--- config.mk ---
export PLATFORM = sky130hd
export DESIGN_NAME = ps2_host_tx
export DESIGN_NICKNAME = d
export VERILOG_FILES = /design/src/rtl/ps2_host_tx_pkg.sv /design/src/rtl/ps2_line_sync.sv /design/src/rtl/ps2_host_tx.sv
export SDC_FILE = /design/constraint.sdc
export NUM_CORES = 1
export LEC_CHECK = 0
export CORE_MARGIN = 10
export CORE_UTILIZATION = 57
export CTS_CLUSTER_SIZE = 8
export DETAILED_ROUTE_END_ITERATION = 7
export GPL_ROUTABILITY_DRIVEN = 0
export PLACE_DENSITY = 0.77
export SETUP_SLACK_MARGIN = 0.1
export SYNTH_ARGS = -nofsm -noshare
export SYNTH_HDL_FRONTEND = slang
export SYNTH_SLANG_ARGS = --single-unit
--- constraint.sdc ---
create_clock -name io_mainClk -period 2.25 [get_ports io_mainClk]
set_input_delay 0.45 -clock io_mainClk [delete_from_list [all_inputs] [get_ports io_mainClk]]
set_output_delay 0.45 -clock io_mainClk [all_outputs]
set_load 0.02 [all_outputs]
--- src/rtl/ps2_host_tx_pkg.sv ---
// ---------------------------------------------------------------------------
// ps2_host_tx_pkg
// Shared PS/2 definitions for the host transmitter and the keyboard receiver:
//   - ps2_state_e : transmitter FSM state encoding
//   - FRAME_BITS  : device clocks per host-to-device frame
//                   (start, 8 data, parity, stop/ack)
//   - STOP_IDX    : index of the stop bit in the host-driven part of the frame
//   - odd_parity(): parity bit that makes the 9-bit {parity, data} word odd
// ---------------------------------------------------------------------------
package ps2_host_tx_pkg;

  typedef enum logic [2:0] {
    ST_IDLE,
    ST_INHIBIT,
    ST_START,
    ST_SHIFT,
    ST_ACK,
    ST_WAIT_IDLE
  } ps2_state_e;

  localparam int FRAME_BITS = 11;

  // The host drives data[7:0], parity and stop (indices 0..9) on the first ten
  // device clock falls; the eleventh fall belongs to the device's ACK.
  localparam logic [3:0] STOP_IDX = 4'(FRAME_BITS - 2);

  function automatic logic odd_parity(input logic [7:0] data);
    return ~^data;
  endfunction

endpackage

--- src/rtl/ps2_line_sync.sv ---
// ---------------------------------------------------------------------------
// ps2_line_sync
// Brings one asynchronous open-drain PS/2 line into the clk domain and flags
// its falling edges. Shared by the host transmitter and the receiver.
//   clk     : system clock
//   reset   : synchronous, active-high
//   line_i  : raw pin level (asynchronous)
//   level_o : synchronised line level
//   fall_o  : registered one-cycle pulse, one cycle after level_o drops
// SYNC_STAGES must be at least 2.
// ---------------------------------------------------------------------------
module ps2_line_sync #(
  parameter int SYNC_STAGES = 2
) (
  input  logic clk,
  input  logic reset,
  input  logic line_i,
  output logic level_o,
  output logic fall_o
);

  logic [SYNC_STAGES-1:0] sync_q, sync_d;
  logic                   hist_q, hist_d;
  logic                   fall_q, fall_d;

  always_comb begin
    sync_d = {sync_q[SYNC_STAGES-2:0], line_i};
    hist_d = sync_q[SYNC_STAGES-1];
    fall_d = hist_q & ~sync_q[SYNC_STAGES-1];
  end

  // Lines idle high through the pad pull-ups, so the chain resets to 1 and
  // leaving reset never fakes a falling edge.
  always_ff @(posedge clk) begin
    // NOTE: flops are assigned with <= so every stage samples the value from
    // before the edge; blocking assignments here would collapse the chain.
    if (reset) begin
      sync_q <= '1;
      hist_q <= 1'b1;
      fall_q <= 1'b0;
    end else begin
      sync_q <= sync_d;
      hist_q <= hist_d;
      fall_q <= fall_d;
    end
  end

  assign level_o = sync_q[SYNC_STAGES-1];
  assign fall_o  = fall_q;

endmodule

--- src/rtl/ps2_host_tx.sv ---
// ---------------------------------------------------------------------------
// ps2_host_tx
// Host-to-device PS/2 transmitter: inhibits the clock line, issues
// request-to-send, shifts data/parity/stop on device clock falls and checks
// the device ACK. Shares the open-drain pins with the PS/2 receiver.
//   io_mainClk, reset          : system clock, synchronous active-high reset
//   io_tx_valid/ready/data     : command byte handshake (accepted in IDLE)
//   io_busy                    : transfer in progress, receiver ignores lines
//   io_done / io_error         : one-cycle result pulses (ACK / NACK-timeout)
//   io_ps2Clk_read/writeEnable : clock pin level in, pull-low enable out
//   io_ps2Data_read/writeEnable: data pin level in, pull-low enable out
// INHIBIT_CYCLES must be at least 2.
// ---------------------------------------------------------------------------
module ps2_host_tx
  import ps2_host_tx_pkg::*;
#(
  parameter int INHIBIT_CYCLES = 1200,
  parameter int TIMEOUT_CYCLES = 180000,
  parameter int SYNC_STAGES    = 2
) (
  input  logic       io_mainClk,
  input  logic       reset,
  input  logic       io_tx_valid,
  input  logic [7:0] io_tx_data,
  output logic       io_tx_ready,
  output logic       io_busy,
  output logic       io_done,
  output logic       io_error,
  input  logic       io_ps2Clk_read,
  output logic       io_ps2Clk_writeEnable,
  input  logic       io_ps2Data_read,
  output logic       io_ps2Data_writeEnable
);

  localparam int CNT_MAX = (INHIBIT_CYCLES > TIMEOUT_CYCLES) ? INHIBIT_CYCLES
                                                             : TIMEOUT_CYCLES;
  localparam int CNT_W   = $clog2(CNT_MAX + 1);

  localparam logic [CNT_W-1:0] INH_LAST = CNT_W'(INHIBIT_CYCLES - 1);
  localparam logic [CNT_W-1:0] INH_PRE  = CNT_W'(INHIBIT_CYCLES - 2);
  localparam logic [CNT_W-1:0] TO_LIMIT = CNT_W'(TIMEOUT_CYCLES);

  ps2_state_e       state_q, state_d;
  logic [CNT_W-1:0] cnt_q, cnt_d;
  logic [3:0]       bit_q, bit_d;
  logic [9:0]       frame_q, frame_d;   // {stop, parity, data}, shifted out LSB first
  logic             clk_we_q, clk_we_d;
  logic             data_we_q, data_we_d;
  logic             ack_q, ack_d;
  logic             done_p, error_p, abort;

  logic clk_level, clk_fall, data_level, data_fall_unused;

  ps2_line_sync #(.SYNC_STAGES(SYNC_STAGES)) u_clk_sync (
    .clk     (io_mainClk),
    .reset   (reset),
    .line_i  (io_ps2Clk_read),
    .level_o (clk_level),
    .fall_o  (clk_fall)
  );

  ps2_line_sync #(.SYNC_STAGES(SYNC_STAGES)) u_data_sync (
    .clk     (io_mainClk),
    .reset   (reset),
    .line_i  (io_ps2Data_read),
    .level_o (data_level),
    .fall_o  (data_fall_unused)
  );

  wire timed_out = (cnt_q == TO_LIMIT);

  always_comb begin
    // NOTE: every signal written below gets its default first; a branch that
    // forgets one then holds the default instead of inferring a latch.
    state_d   = state_q;
    cnt_d     = cnt_q + CNT_W'(1);
    bit_d     = bit_q;
    frame_d   = frame_q;
    clk_we_d  = clk_we_q;
    data_we_d = data_we_q;
    ack_d     = ack_q;
    done_p    = 1'b0;
    error_p   = 1'b0;
    abort     = 1'b0;

    unique case (state_q)
      ST_IDLE: begin
        cnt_d     = '0;
        clk_we_d  = 1'b0;
        data_we_d = 1'b0;
        if (io_tx_valid) begin
          state_d  = ST_INHIBIT;
          frame_d  = {1'b1, odd_parity(io_tx_data), io_tx_data};
          bit_d    = '0;
          clk_we_d = 1'b1;
        end
      end

      ST_INHIBIT: begin
        // Outputs are registered, so data is requested one cycle early to
        // land exactly in the last inhibit cycle.
        if (cnt_q == INH_LAST) begin
          state_d   = ST_START;
          cnt_d     = '0;
          clk_we_d  = 1'b0;
          data_we_d = 1'b1;
        end else if (cnt_q == INH_PRE) begin
          data_we_d = 1'b1;
        end
      end

      ST_START: begin
        if (clk_fall) begin
          state_d   = ST_SHIFT;
          cnt_d     = '0;
          bit_d     = '0;
          data_we_d = ~frame_q[0];
          frame_d   = frame_q >> 1;
        end else if (timed_out) begin
          abort = 1'b1;
        end
      end

      ST_SHIFT: begin
        if (clk_fall) begin
          cnt_d     = '0;
          bit_d     = bit_q + 4'd1;
          data_we_d = ~frame_q[0];
          frame_d   = frame_q >> 1;
          // The stop bit (a 1) has just released the line.
          if (bit_d == STOP_IDX) state_d = ST_ACK;
        end else if (timed_out) begin
          abort = 1'b1;
        end
      end

      ST_ACK: begin
        if (clk_fall) begin
          state_d = ST_WAIT_IDLE;
          cnt_d   = '0;
          ack_d   = ~data_level;
        end else if (timed_out) begin
          abort = 1'b1;
        end
      end

      ST_WAIT_IDLE: begin
        if (clk_level && data_level) begin
          state_d = ST_IDLE;
          cnt_d   = '0;
          done_p  = ack_q;
          error_p = ~ack_q;
        end else if (timed_out) begin
          abort = 1'b1;
        end
      end

      default: begin
        state_d = ST_IDLE;
      end
    endcase

    if (abort) begin
      state_d   = ST_IDLE;
      cnt_d     = '0;
      clk_we_d  = 1'b0;
      data_we_d = 1'b0;
      error_p   = 1'b1;
    end
  end

  always_ff @(posedge io_mainClk) begin
    if (reset) begin
      state_q   <= ST_IDLE;
      cnt_q     <= '0;
      bit_q     <= '0;
      frame_q   <= '0;
      clk_we_q  <= 1'b0;
      data_we_q <= 1'b0;
      ack_q     <= 1'b0;
    end else begin
      state_q   <= state_d;
      cnt_q     <= cnt_d;
      bit_q     <= bit_d;
      frame_q   <= frame_d;
      clk_we_q  <= clk_we_d;
      data_we_q <= data_we_d;
      ack_q     <= ack_d;
    end
  end

  // Result pulses are decoded in the final busy cycle, so io_tx_ready rises
  // in the cycle after the pulse and a new byte can never overlap it.
  assign io_tx_ready            = (state_q == ST_IDLE);
  assign io_busy                = (state_q != ST_IDLE);
  assign io_done                = done_p;
  assign io_error               = error_p;
  assign io_ps2Clk_writeEnable  = clk_we_q;
  assign io_ps2Data_writeEnable = data_we_q;

endmodule

---- Yosys cells after proc, flatten, opt, wreduce, memory -nomap -nowiden ----
Index checks and enable logic that the tools add are counted.
cells by class
  add/sub/neg operators ................... 2
  equal/unequal tests ..................... 18
  multiplexer cells ....................... 35
  reduce and logical (&&, ||, !) cells .... 17
  bitwise logic cells ..................... 5
operators with widths
  kind                                                                      number
  18-bit one-hot mux with 4 select lines                                    1
  18-bit 2-to-1 mux                                                         3
  18-bit by 11-bit equality test with 1-bit output (second input constant)  2
  3-bit 2-to-1 mux                                                          7
  10-bit 2-to-1 mux                                                         2
  10-bit one-hot mux with 2 select lines                                    1
  18-bit by 1-bit adder with 18-bit output (second input constant)          1
  18-bit equality test (second input constant)                              1
  3-bit one-hot mux with 6 select lines                                     1
  1-bit 2-to-1 mux                                                          13
  4-bit 2-to-1 mux                                                          3
  4-bit one-hot mux with 3 select lines                                     1
  3-bit nonzero test                                                        3
  2-bit by 1-bit != test with 1-bit output (second input constant)          4
  2-bit != test (second input constant)                                     4
  8-bit XNOR reduction                                                      1
  7-bit AND reduction                                                       1
  3-bit by 2-bit equality test with 1-bit output (second input constant)    2
  3-bit equality test (second input constant)                               2
  3-bit AND reduction                                                       2
  4-bit by 1-bit adder with 4-bit output (second input constant)            1
  4-bit equality test (second input constant)                               1
  1-bit inverter                                                            4
  1-bit one-hot mux with 2 select lines                                     2
  11 further kinds                                                          14
word-level totals
  bits of input ports ..................... 13
  flip-flop bits (word level) ............. 44
  output and inout bits ................... 6
  word-level logic and storage cells ...... 88

---- Longest topological paths before layout ----
Gate-level depths: netlist of run 1.
  word-level depth ........................ 5
  depth in mapped cells ................... 9
  depth with buffers taken out ............ 7

---- Hierarchy ----
Synthesis of run 1 repeated with hierarchy kept, for this count alone.
unflattened totals
  cell total of the unflattened synthesis .. 263
  area, all modules ....................... 2215.9 um^2
by module, submodules not included
  module         cells each  times used  area each (um^2)  sequential area each (um^2)
  ps2_host_tx    247         1           2003.2            760.7
  ps2_line_sync  8           2           106.4             80.1

---- Least setup slack after synthesis of run 1 ----
No wires, ideal clock.
  path type ............................... reg2out
  start ................................... reg cnt_q[0]
  end ..................................... out io_error
  buffers on the path ..................... 0
  data arrival time ....................... 1.667 ns
  cell stages (with the launch flop) ...... 7
  required time ........................... 1.800 ns
  path slack .............................. 0.133 ns
  cell sequence ........................... dfxtp_1 > inv_1 > ha_1 > and4_1 > o211ai_2 > or4_2 > o21ai_0
between the ends
  longest elaborated chain between the ends .. 5
  elaborated cells on any way between the ends .. 6
  classes of those cells .................. eq/ne (1); mux (5)
RTL lines
  what                                     RTL line                                text
  from (decl)                              ps2_host_tx.sv:44                       logic [CNT_W-1:0] cnt_q, cnt_d;
  from (signal assigned)                   ps2_host_tx.sv:183                      cnt_q <= cnt_d;
  18-bit equality test *                   ps2_host_tx.sv:70                       wire timed_out = (cnt_q == TO_LIMIT);
  1-bit 2-to-1 mux *                       -
  1-bit 2-to-1 mux (on tied branches)      ps2_host_tx.sv:148, ps2_host_tx.sv:125
  1-bit one-hot mux with 2 select lines *  ps2_host_tx.sv:86                       unique case (state_q)
  1-bit 2-to-1 mux *                       ps2_host_tx.sv:163                      if (abort) begin
  to (decl)                                ps2_host_tx.sv:28                       output logic io_error,
Every way passes the cells marked *; elsewhere a longest branch is shown, timed or not.

---- Worst setup path in the final report of run 1 ----
  start ................................... reg state_q[1]
  end ..................................... out io_error
between the ends
  longest elaborated chain between the ends .. 4
  elaborated cells on any way between the ends .. 8
  classes of those cells .................. eq/ne (4); mux (3); reduce/logical (1)
RTL lines
  what                                                                                          RTL line            text
  from (decl)                                                                                   ps2_host_tx.sv:43   ps2_state_e state_q, state_d;
  from (signal assigned)                                                                        ps2_host_tx.sv:182  state_q <= state_d;
  3-bit equality test / 3-bit by 2-bit equality test with 1-bit output (equally long branches)  ps2_host_tx.sv:86
  3-bit OR reduction (no line)                                                                  -
  1-bit one-hot mux with 2 select lines                                                         ps2_host_tx.sv:86
  1-bit 2-to-1 mux *                                                                            ps2_host_tx.sv:163
Marks and branches as above.

==> results of run 1 <==
## power by group through the flow
stage | clock, W | combinational, W | sequential, W
finish | 0.000509 | 0.000726 | 0.000941
detailed placement | 0 | 0.000732 | 0.000952
CTS | 0.000514 | 0.000727 | 0.000936
global placement | 0 | 0.000721 | 0.000948
floorplan | 0 | 0.000503 | 0.000965
global route | 0.000549 | 0.000810 | 0.000951
## metrics by stage
| step | area [um2] | instances | util (%) |
|---|---|---|---|
| 2_1_floorplan | 2253 | 265 | - |
| 3_3_place_gp | 2700 | 358 | 72.13 |
| 3_5_place_dp | 2700 | 358 | 72.13 |
| 4_1_cts | 2798 | 366 | 74.73 |
| 5_1_grt | 2833 | 369 | 75.67 |
| 6_report | 2833 | 369 | 75.67 |
## what timing repair did
action,4_1_cts,5_1_grt
resized for setup,16,13
cloned,0,0
pin swaps,2,2
setup endpoints to repair,4,6
setup buffers,0,3
## layer usage
| metal | share of wire [%] | wire length, um | up-vias |
|---|---|---|---|
| met4 | 2.0 | 93 | 0 |
| met5 | 0 | 0 | - |
| li1 | - | - | 1021 |
| met1 | 49 | 2347 | 889 |
| met3 | 2.7 | 127 | 7 |
| met2 | 46 | 2173 | 17 |
## worst max path at each step
stage,cells after the start,end,from,slack (ns)
detailed placement,7,io_error,cnt_q[0],-0.37
finish,5,io_error,state_q[1],0.04
global placement,7,io_error,cnt_q[0],-0.34
CTS,5,io_error,state_q[1],0.009
global route,7,io_error,cnt_q[0],-0.007
floorplan,6,io_error,cnt_q[0],0.13
## synthesized netlist by cell type (2+ instances only)
cell type	instances	area share, %
clkbuf_1	4	0.67
o31ai_1	2	0.67
nor2_1	44	7.3
and3_2	2	0.67
nand2b_1	3	0.83
or3_1	2	0.56
nor4_1	2	0.56
a31oi_1	3	0.83
and3_1	3	0.83
nand2_1	32	5.3
a211oi_1	2	0.67
o21ai_0	8	1.8
and4_1	4	1.6
nor3_1	5	1.1
nand4_1	6	1.7
o21a_1	2	0.67
or2_2	5	1.4
ha_1	5	2.8
xor2_1	7	2.7
buf_2	2	0.44
clkbuf_8	2	1.2
nand3_1	7	1.6
nor3b_1	2	0.67
xnor2_1	17	6.6
a21oi_1	7	1.6
a311oi_1	8	3.1
inv_1	12	2.0
or3b_1	2	0.78
dfxtp_1	44	39
and2b_2	2	0.78
## cell type report
| cell class | count | area [um2] | area share (%) |
|---|---|---|---|
| clock buffer | 8 | 90.09 | 3.180 |
| inverter | 12 | 45.04 | 1.590 |
| multi-input combinational | 198 | 1252 | 44.21 |
| sequential | 44 | 888.4 | 31.36 |
| tap | 48 | 60.06 | 2.120 |
| timing repair buffer | 59 | 496.7 | 17.54 |
## logic make-up (layout without fill, tap and decap cells)
| family | Yosys count | in the layout |
|---|---|---|
| compound gates | 40 | 40 |
| xor+xnor | 24 | 24 |
| fa+ha+maj | 5 | 5 |
| buf+inv | 23 | 79 |
| flops | 44 | 44 |
| mux | 1 | 1 |
| simple gates | 128 | 128 |
## state kept, by name (all words and copies together), names as in the netlist
signal                  count
ack_q                       1
bit_q                       4
state_q                     3
u_clk_sync.fall_o           1
io_ps2Clk_writeEnable       1
u_clk_sync.hist_q           1
u_clk_sync.sync_q           2
frame_q                    10
u_data_sync.sync_q          2
io_ps2Data_writeEnable      1
cnt_q                      18
## worst max-delay path, delay by kind of cell, from the launching register on
kind	cells	cell delay, ns
AOI/OAI and AO/OA	2	0.19
buffers and inverters	1	0.13
DFF	1	0.36
and+or+nand+nor	2	0.78
==> results.cfg, run 1 <==
[grt]
grt_max_degree = 23
grt_pass1_wl_um = 8266
grt_pass1_vias = 1834
grt.met1_usage_pct = 17.39
grt_overflow = 0
grt_use_met3_pct = 3.809
grt_antenna_before_repair = 0
grt_use_total_pct = 13.78
global_route.peak_usage_layer = met2
met2_usage_pct = 21.37

[synth]
seq_area_frac_synth_pct = 39.09
synth_top_family_by_area = simple AND/OR/NAND/NOR gates
syn-cell-area_mm2 = 0.002253
synth_fa_ha_area_share_pct = 2.776
synth-edff-count = 0
synth_seq_cells = 44
netlist_instances = 265
synth_cell_types = 49
synth_xor_area_share_pct = 9.328
synth_fp_nets = 283
synth-simple-area-share_pct = 28.21
yosysWarnings = 0
synth_compound_area_share_pct = 14.10
avgSynthCellArea_um2 = 8.503
synthFlopType = dfxtp_1
synthArstFlopShare_pct = 0
yosys-mux-area-fraction_pct = 0.4442

[place]
pre_cts_ws_ns = -0.3726
place_hpwl_um = 3520
numPortBuffers = 18

[layout]
area_delta_synth_final_pct = 25.71
mostFrequentLayoutCells = 44 x nor2_1, 40 x dfxtp_1, 40 x buf_4
final_nets = 338
drive_above_1_share_pct = 23.68
final_common_cell = nor2_1
fillers = 274
diodes = 0

[sta]
rsz0062_at_grt = true
tns_ns = 0
clock_skew_ns = 0.01174
worst_pin_slew_ns = 0.5528
setup_ws_ns = 0.04082
period_share_pct = 98.19
drv_slew = 0
finalHoldWorstSlack_ns = 0.4101
slew_headroom_pct = 63.07
hold_violations = 0
setup_viol = 0
fmax_ghz = 0.4527
period_minus_slack_ns = 2.209

[route]
wl_um = 4742
wl_per_cell_um = 12.85
vias_per_cell = 5.241
drtIter0Drc = 111
vias = 1934
drc = 0
drt_pre_antenna_iters = 4
drtAntennaViolNets = 0

[pwr]
sw_frac_of_total_pct = 32.78
combPwrFrac_pct = 33.4
power.density_mw_per_mm2 = 768.0
report.power.total_w = 0.002175
leakage_nw = 1.109
pwr-share-seq_pct = 43.2
power_frac_clock_pct = 23.4
peakVddDrop_v = 0.0005322
switchingPower_w = 0.0007131
intPower_w = 0.001462

[clock_tree]
cts_hold_buffers = 0
cts_made_buffers = 5
cts_root_buf = clkbuf_8
cts.path.max_buffers = 2
htree_levels = 2
clock-sinks = 44
cts_tree = built
clkLatencyLatePin_ns = 0.30
cts.clk_slew.worst_paths_ns = 0.08

[floorplanning]
start_util_pct = 60.19
die_x_um = 82.88
io_pins = 19
die_h_um = 82.88
rows = 22
core-area_mm2 = 0.003744
dieArea_mm2 = 0.006868

[setup_path]
slowest_delay_ns = 0.51
worst_r2r_path_depth = 6
start_kind = flop
rr_startpoint = cnt_q[14]
critPathArrivalTime_ns = 1.76
critPathCaptureType = output port
reg2reg_setup_slack_ns = 0.24
crit_type = flop to output port
critPathSlowestCell = or4_4
crit_required_ns = 1.80
path_max_fanout = 4
r2r-end = state_q[1]
path_cells = and2b_4 > a32oi_4 > or4_4 > o21ai_2 > buf_6

[min_path]
hold_start = u_data_sync.sync_q[0]
holdCritPathClass = flop to flop
whs_path_depth = 1
hold_path_end = u_data_sync.sync_q[1]

[outcome]
status = complete, no violations

[run]
maxCapViolCount = 0
Note: power is estimated with default switching activity, not from simulation.
==> run 2, diff against run 1 <==
--- a/config.mk
+++ b/config.mk
@@ -5,6 +5,7 @@
 export SDC_FILE = /design/constraint.sdc
 export NUM_CORES = 1
 export LEC_CHECK = 0
+export CORE_ASPECT_RATIO = 2
 export CORE_MARGIN = 10
 export CORE_UTILIZATION = 57
 export CTS_CLUSTER_SIZE = 8
==> run 2 against run 1 <==
- the flow now finishes with violations (negative setup slack)
- sequential cell count unchanged
- via count up 3.6%
- die area is 2.2% higher
- worst setup slack worse by 0.048 ns
- register-to-register slack gained 0.02 ns
- first-iteration DRC count is 29% lower
- sequential share of layout area is 0.34 points higher
- combinational power is 0.8% higher
- core utilization decreased by 3.4 points
- maximum frequency decreased by 2.1%
- clock skew shrank 0.0053 ns
- critical path type unchanged
- largest power group unchanged
==> results.cfg, run 2 (same netlist as run 1, synthesis figures left out) <==
[outcome]
status = finished, violations left
violations = negative setup slack

[clock_tree]
cts.path.max_buffers = 2
cts_tree = built
clkLatencyLatePin_ns = 0.30
cts_hold_buffers = 0
htree_levels = 2
cts.clk_slew.worst_paths_ns = 0.08
cts_made_buffers = 5
clock-sinks = 44
cts_root_buf = clkbuf_8

[layout]
fillers = 328
design_area_mm2 = 0.002779
final_cells = 366
multi_input_comb_area_mm2 = 0.001242
final_nets = 332
mostFrequentLayoutCells = 44 x nor2_1, 44 x dfxtp_1, 34 x buf_4
area_delta_synth_final_pct = 23.32
diodes = 0
drive_above_1_share_pct = 19.68
largestRegisters = cnt_q x18, frame_q x10, bit_q x4
seqCellArea_um2 = 880.8
largest_reg_flops = 18
top_register = cnt_q

[setup_path]
rr_startpoint = cnt_q[7]
crit_required_ns = 1.80
r2r-end = state_q[1]
start_kind = flop
reg2reg_setup_slack_ns = 0.26
critPathCaptureType = output port
crit_type = flop to output port
critPathArrivalTime_ns = 1.81
worst_r2r_path_depth = 6
path_max_fanout = 4

[sta]
slew_headroom_pct = 69.83
setup_viol = 1
drv_slew = 0
setup_ws_ns = -0.007108
hold_violations = 0
worst_pin_slew_ns = 0.4516
period_share_pct = 100.3
tns_ns = -0.007108
fmax_ghz = 0.4430
finalHoldWorstSlack_ns = 0.4177
period_minus_slack_ns = 2.257
clock_skew_ns = 0.006481
rsz0062_at_grt = true

[floorplanning]
die_h_um = 108.9
core-area_mm2 = 0.003844
rows = 32
start_util_pct = 58.63
dieArea_mm2 = 0.007021
io_pins = 19
die_x_um = 64.46

[pwr]
peakVddDrop_v = 0.0006302
power.density_mw_per_mm2 = 786.1
leakage_nw = 1.082
report.power.total_w = 0.002184

[grt]
grt_pass1_vias = 1969
met2_usage_pct = 31.23
grt_antenna_before_repair = 0
grt_pass1_wl_um = 8838
grt_use_total_pct = 15.79
grt_use_met3_pct = 3.289
global_route.peak_usage_layer = met2
grt.met1_usage_pct = 14.67
grt_max_degree = 23
grt_overflow = 0

[route]
wl_per_cell_um = 14.36
vias_per_cell = 5.473
drtIter0Drc = 79
drc = 0
wl_um = 5254
drtAntennaViolNets = 0
vias = 2003
drt_pre_antenna_iters = 4

[min_path]
hold_start = u_clk_sync.sync_q[0]
hold_path_end = u_clk_sync.sync_q[1]
whs_path_depth = 1
holdCritPathClass = flop to flop

[place]
numPortBuffers = 18
placed_cell_area_mm2 = 0.002681
place_hpwl_um = 4028
place_inst = 358

[run]
maxCapViolCount = 0
run 2: stage by stage:
step / util [%] / worst slack [ns]
after floorplan: - / 0.1332
after global routing: 72.30 / -0.1196
after CTS: 72.27 / -0.04847
after global placement: 69.76 / -0.3013
after detailed placement: 69.76 / -0.3701
final: 72.30 / -0.007108
run 2: critical path, stage by stage (launching register included):
cell and delay, ns:
dfxtp_1 0.34, and2b_4 0.29, a32oi_4 0.11, or4_4 0.56, o21ai_2 0.08, buf_6 0.13
run 2: power by group:
part	total, W	switching, W	internal (W)
sequential	0.000940	0.0000593	0.000880
clock	0.000512	0.000267	0.000245
combinational	0.000732	0.000407	0.000326
run 2: worst max-delay path by stage:
stage,startpoint,to,slack (ns)
floorplan,cnt_q[0],io_error,0.13
global placement,cnt_q[0],io_error,-0.30
detailed placement,cnt_q[0],io_error,-0.37
CTS,cnt_q[0],io_error,-0.05
global route,cnt_q[0],io_error,-0.12
finish,state_q[1],io_error,-0.007
run 2: metal layers:
metal  vias up  part of all wire [%]  routed length [um]
met1       948                    37                1954
met2        33                    57                3010
li1       1011                     -                   -
met3        11                   3.2                 168
met5         -                     0                   0
met4         0                   2.3                 121
run 2: area by class of cell:
type	instances	area share, %
Multi-Input combinational cell	198	44.71
Inverter	12	1.621
Sequential cell	44	31.70
Timing Repair Buffer	53	16.34
Clock buffer	6	2.972
Clock inverter	2	0.3602
Tap cell	51	2.296
run 2: timing repair:
item,CTS,global route
endpoints found under the setup margin,4,2
setup buffers,0,0
pin swaps,0,1
resized for setup,13,1
==> run 3, diff against run 2 <==
--- a/config.mk
+++ b/config.mk
@@ -8,11 +8,11 @@
 export CORE_ASPECT_RATIO = 2
 export CORE_MARGIN = 10
 export CORE_UTILIZATION = 57
-export CTS_CLUSTER_SIZE = 8
 export DETAILED_ROUTE_END_ITERATION = 7
 export GPL_ROUTABILITY_DRIVEN = 0
 export PLACE_DENSITY = 0.77
 export SETUP_SLACK_MARGIN = 0.1
+export SKIP_LAST_GASP = 1
 export SYNTH_ARGS = -nofsm -noshare
 export SYNTH_HDL_FRONTEND = slang
 export SYNTH_SLANG_ARGS = --single-unit
==> run 3 against run 2 <==
- core utilization is the same
- the flow still finishes with violations (negative setup slack)
- worst setup slack gained 0.00073 ns
- routed wire length is essentially flat
- maximum frequency is essentially flat
- clock skew is essentially flat
- critical endpoint unchanged
- global-route usage is essentially flat
- combinational power is essentially flat
- sequential share of layout area is the same
- cell count is the same
- die area is the same
- critical path depth grew 2
==> results.cfg, run 3 (same netlist as run 1, synthesis figures left out) <==
[outcome]
status = finished, violations left
violations = negative setup slack

[sta]
slew_headroom_pct = 69.95
hold_violations = 0
fmax_ghz = 0.4432
clock_skew_ns = 0.006431
finalHoldWorstSlack_ns = 0.4178
drv_slew = 0
setup_ws_ns = -0.006374
period_minus_slack_ns = 2.256
setup_viol = 1
worst_pin_slew_ns = 0.4498
rsz0062_at_grt = true
period_share_pct = 100.3
tns_ns = -0.006374

[grt]
grt_overflow = 0
global_route.peak_usage_layer = met2
grt_antenna_before_repair = 0
grt_use_total_pct = 15.74
grt_use_met3_pct = 3.289
met2_usage_pct = 31.09
grt_max_degree = 23
grt_pass1_wl_um = 8818
grt.met1_usage_pct = 14.61
grt_pass1_vias = 1978

[floorplanning]
start_util_pct = 58.63
die_h_um = 108.9
dieArea_mm2 = 0.007021
rows = 32
core-area_mm2 = 0.003844
io_pins = 19
die_x_um = 64.46

[pwr]
power.density_mw_per_mm2 = 786.7
intPower_w = 0.001452
combPwrFrac_pct = 33.6
pwr-share-seq_pct = 43.0
switchingPower_w = 0.0007347
peakVddDrop_v = 0.0006300
report.power.total_w = 0.002186
leakage_nw = 1.082
sw_frac_of_total_pct = 33.61
power_frac_clock_pct = 23.4

[layout]
design_area_mm2 = 0.002779
diodes = 0
top_register = cnt_q
largestRegisters = cnt_q x18, frame_q x10, bit_q x4
mostFrequentLayoutCells = 44 x nor2_1, 44 x dfxtp_1, 34 x buf_4
largest_reg_flops = 18
area_delta_synth_final_pct = 23.32
final_nets = 332
drive_above_1_share_pct = 19.68
fillers = 328

[run]
maxCapViolCount = 0

[setup_path]
critPathCaptureType = output port
start_kind = flop
crit_type = flop to output port
critPathArrivalTime_ns = 1.81
path_max_fanout = 2
crit_required_ns = 1.80

[clock_tree]
clock-sinks = 44
cts.path.max_buffers = 2
cts_made_buffers = 5
cts.clk_slew.worst_paths_ns = 0.08
clkLatencyLatePin_ns = 0.30
cts_tree = built
cts_hold_buffers = 0
cts_root_buf = clkbuf_8
cts_setup_buffers = 0
htree_levels = 2

[route]
drt_pre_antenna_iters = 4
drtIter0Drc = 74
drtAntennaViolNets = 0
vias = 1999
wl_per_cell_um = 14.37
vias_per_cell = 5.462
drc = 0
wl_um = 5259

[place]
pre_cts_ws_ns = -0.3701
numPortBuffers = 18
place_hpwl_um = 4028
placed_cell_area_mm2 = 0.002681

[min_path]
holdCritPathClass = flop to flop
-- run 3: cell counts in the layout (fill, tap and decap cells not counted) --
No cell type changed its count.
-- run 3: layout make-up --
| type | count | area [um2] | share of cell area [%] |
|---|---|---|---|
| Sequential cell | 44 | 880.8 | 31.70 |
| Clock buffer | 6 | 82.58 | 2.972 |
| Inverter | 12 | 45.04 | 1.621 |
| Timing Repair Buffer | 53 | 454.2 | 16.34 |
| Tap cell | 51 | 63.81 | 2.296 |
| Clock inverter | 2 | 10.01 | 0.3602 |
| Multi-Input combinational cell | 198 | 1242 | 44.71 |
-- run 3: layer usage --
layer | wire, um | share of wire [%]
met1 | 1995 | 38
met3 | 130 | 2.5
met2 | 3011 | 57
met5 | 0 | 0
met4 | 121 | 2.3
-- run 3: timing repair --
action,CTS,global route
setup endpoints to repair,4,2
resized for setup,11,3
pin swaps,0,1
-- run 3: power by group through the flow --
| stage | Combinational [W] | Sequential, W | Clock, W |
|---|---|---|---|
| after floorplan | 0.000503 | 0.000965 | 0 |
| after global routing | 0.000816 | 0.000951 | 0.000555 |
| after detailed placement | 0.000743 | 0.000957 | 0 |
| after global placement | 0.000725 | 0.000950 | 0 |
| after CTS | 0.000730 | 0.000939 | 0.000525 |
| final | 0.000734 | 0.000939 | 0.000513 |
-- run 3: metrics by stage --
stage               instances  utilization (%)
finish                    366            72.30
global route              366            72.30
CTS                       366            72.07
detailed placement        358            69.76
global placement          358            69.76
floorplan                 265                -
-- run 3: worst max-delay path, stage by stage (launching register included) --
cell,delay [ns]
dfxtp_1,0.32
inv_1,0.07
ha_1,0.13
and4_1,0.17
o211ai_2,0.10
or4_4,0.51
o21ai_2,0.08
buf_6,0.13
-- run 3: worst paths after layout --
| path | start | end | slack, ns | cells after the start |
|---|---|---|---|---|
| worst max-delay path | cnt_q[0] | io_error | -0.006 | 7 |
| worst min-delay path | u_clk_sync.sync_q[0] | u_clk_sync.sync_q[1] | 0.42 | 1 |
| worst max register to register | cnt_q[7] | state_q[1] | 0.28 | 6 |
| worst min register to register | u_clk_sync.sync_q[0] | u_clk_sync.sync_q[1] | 0.42 | 1 |
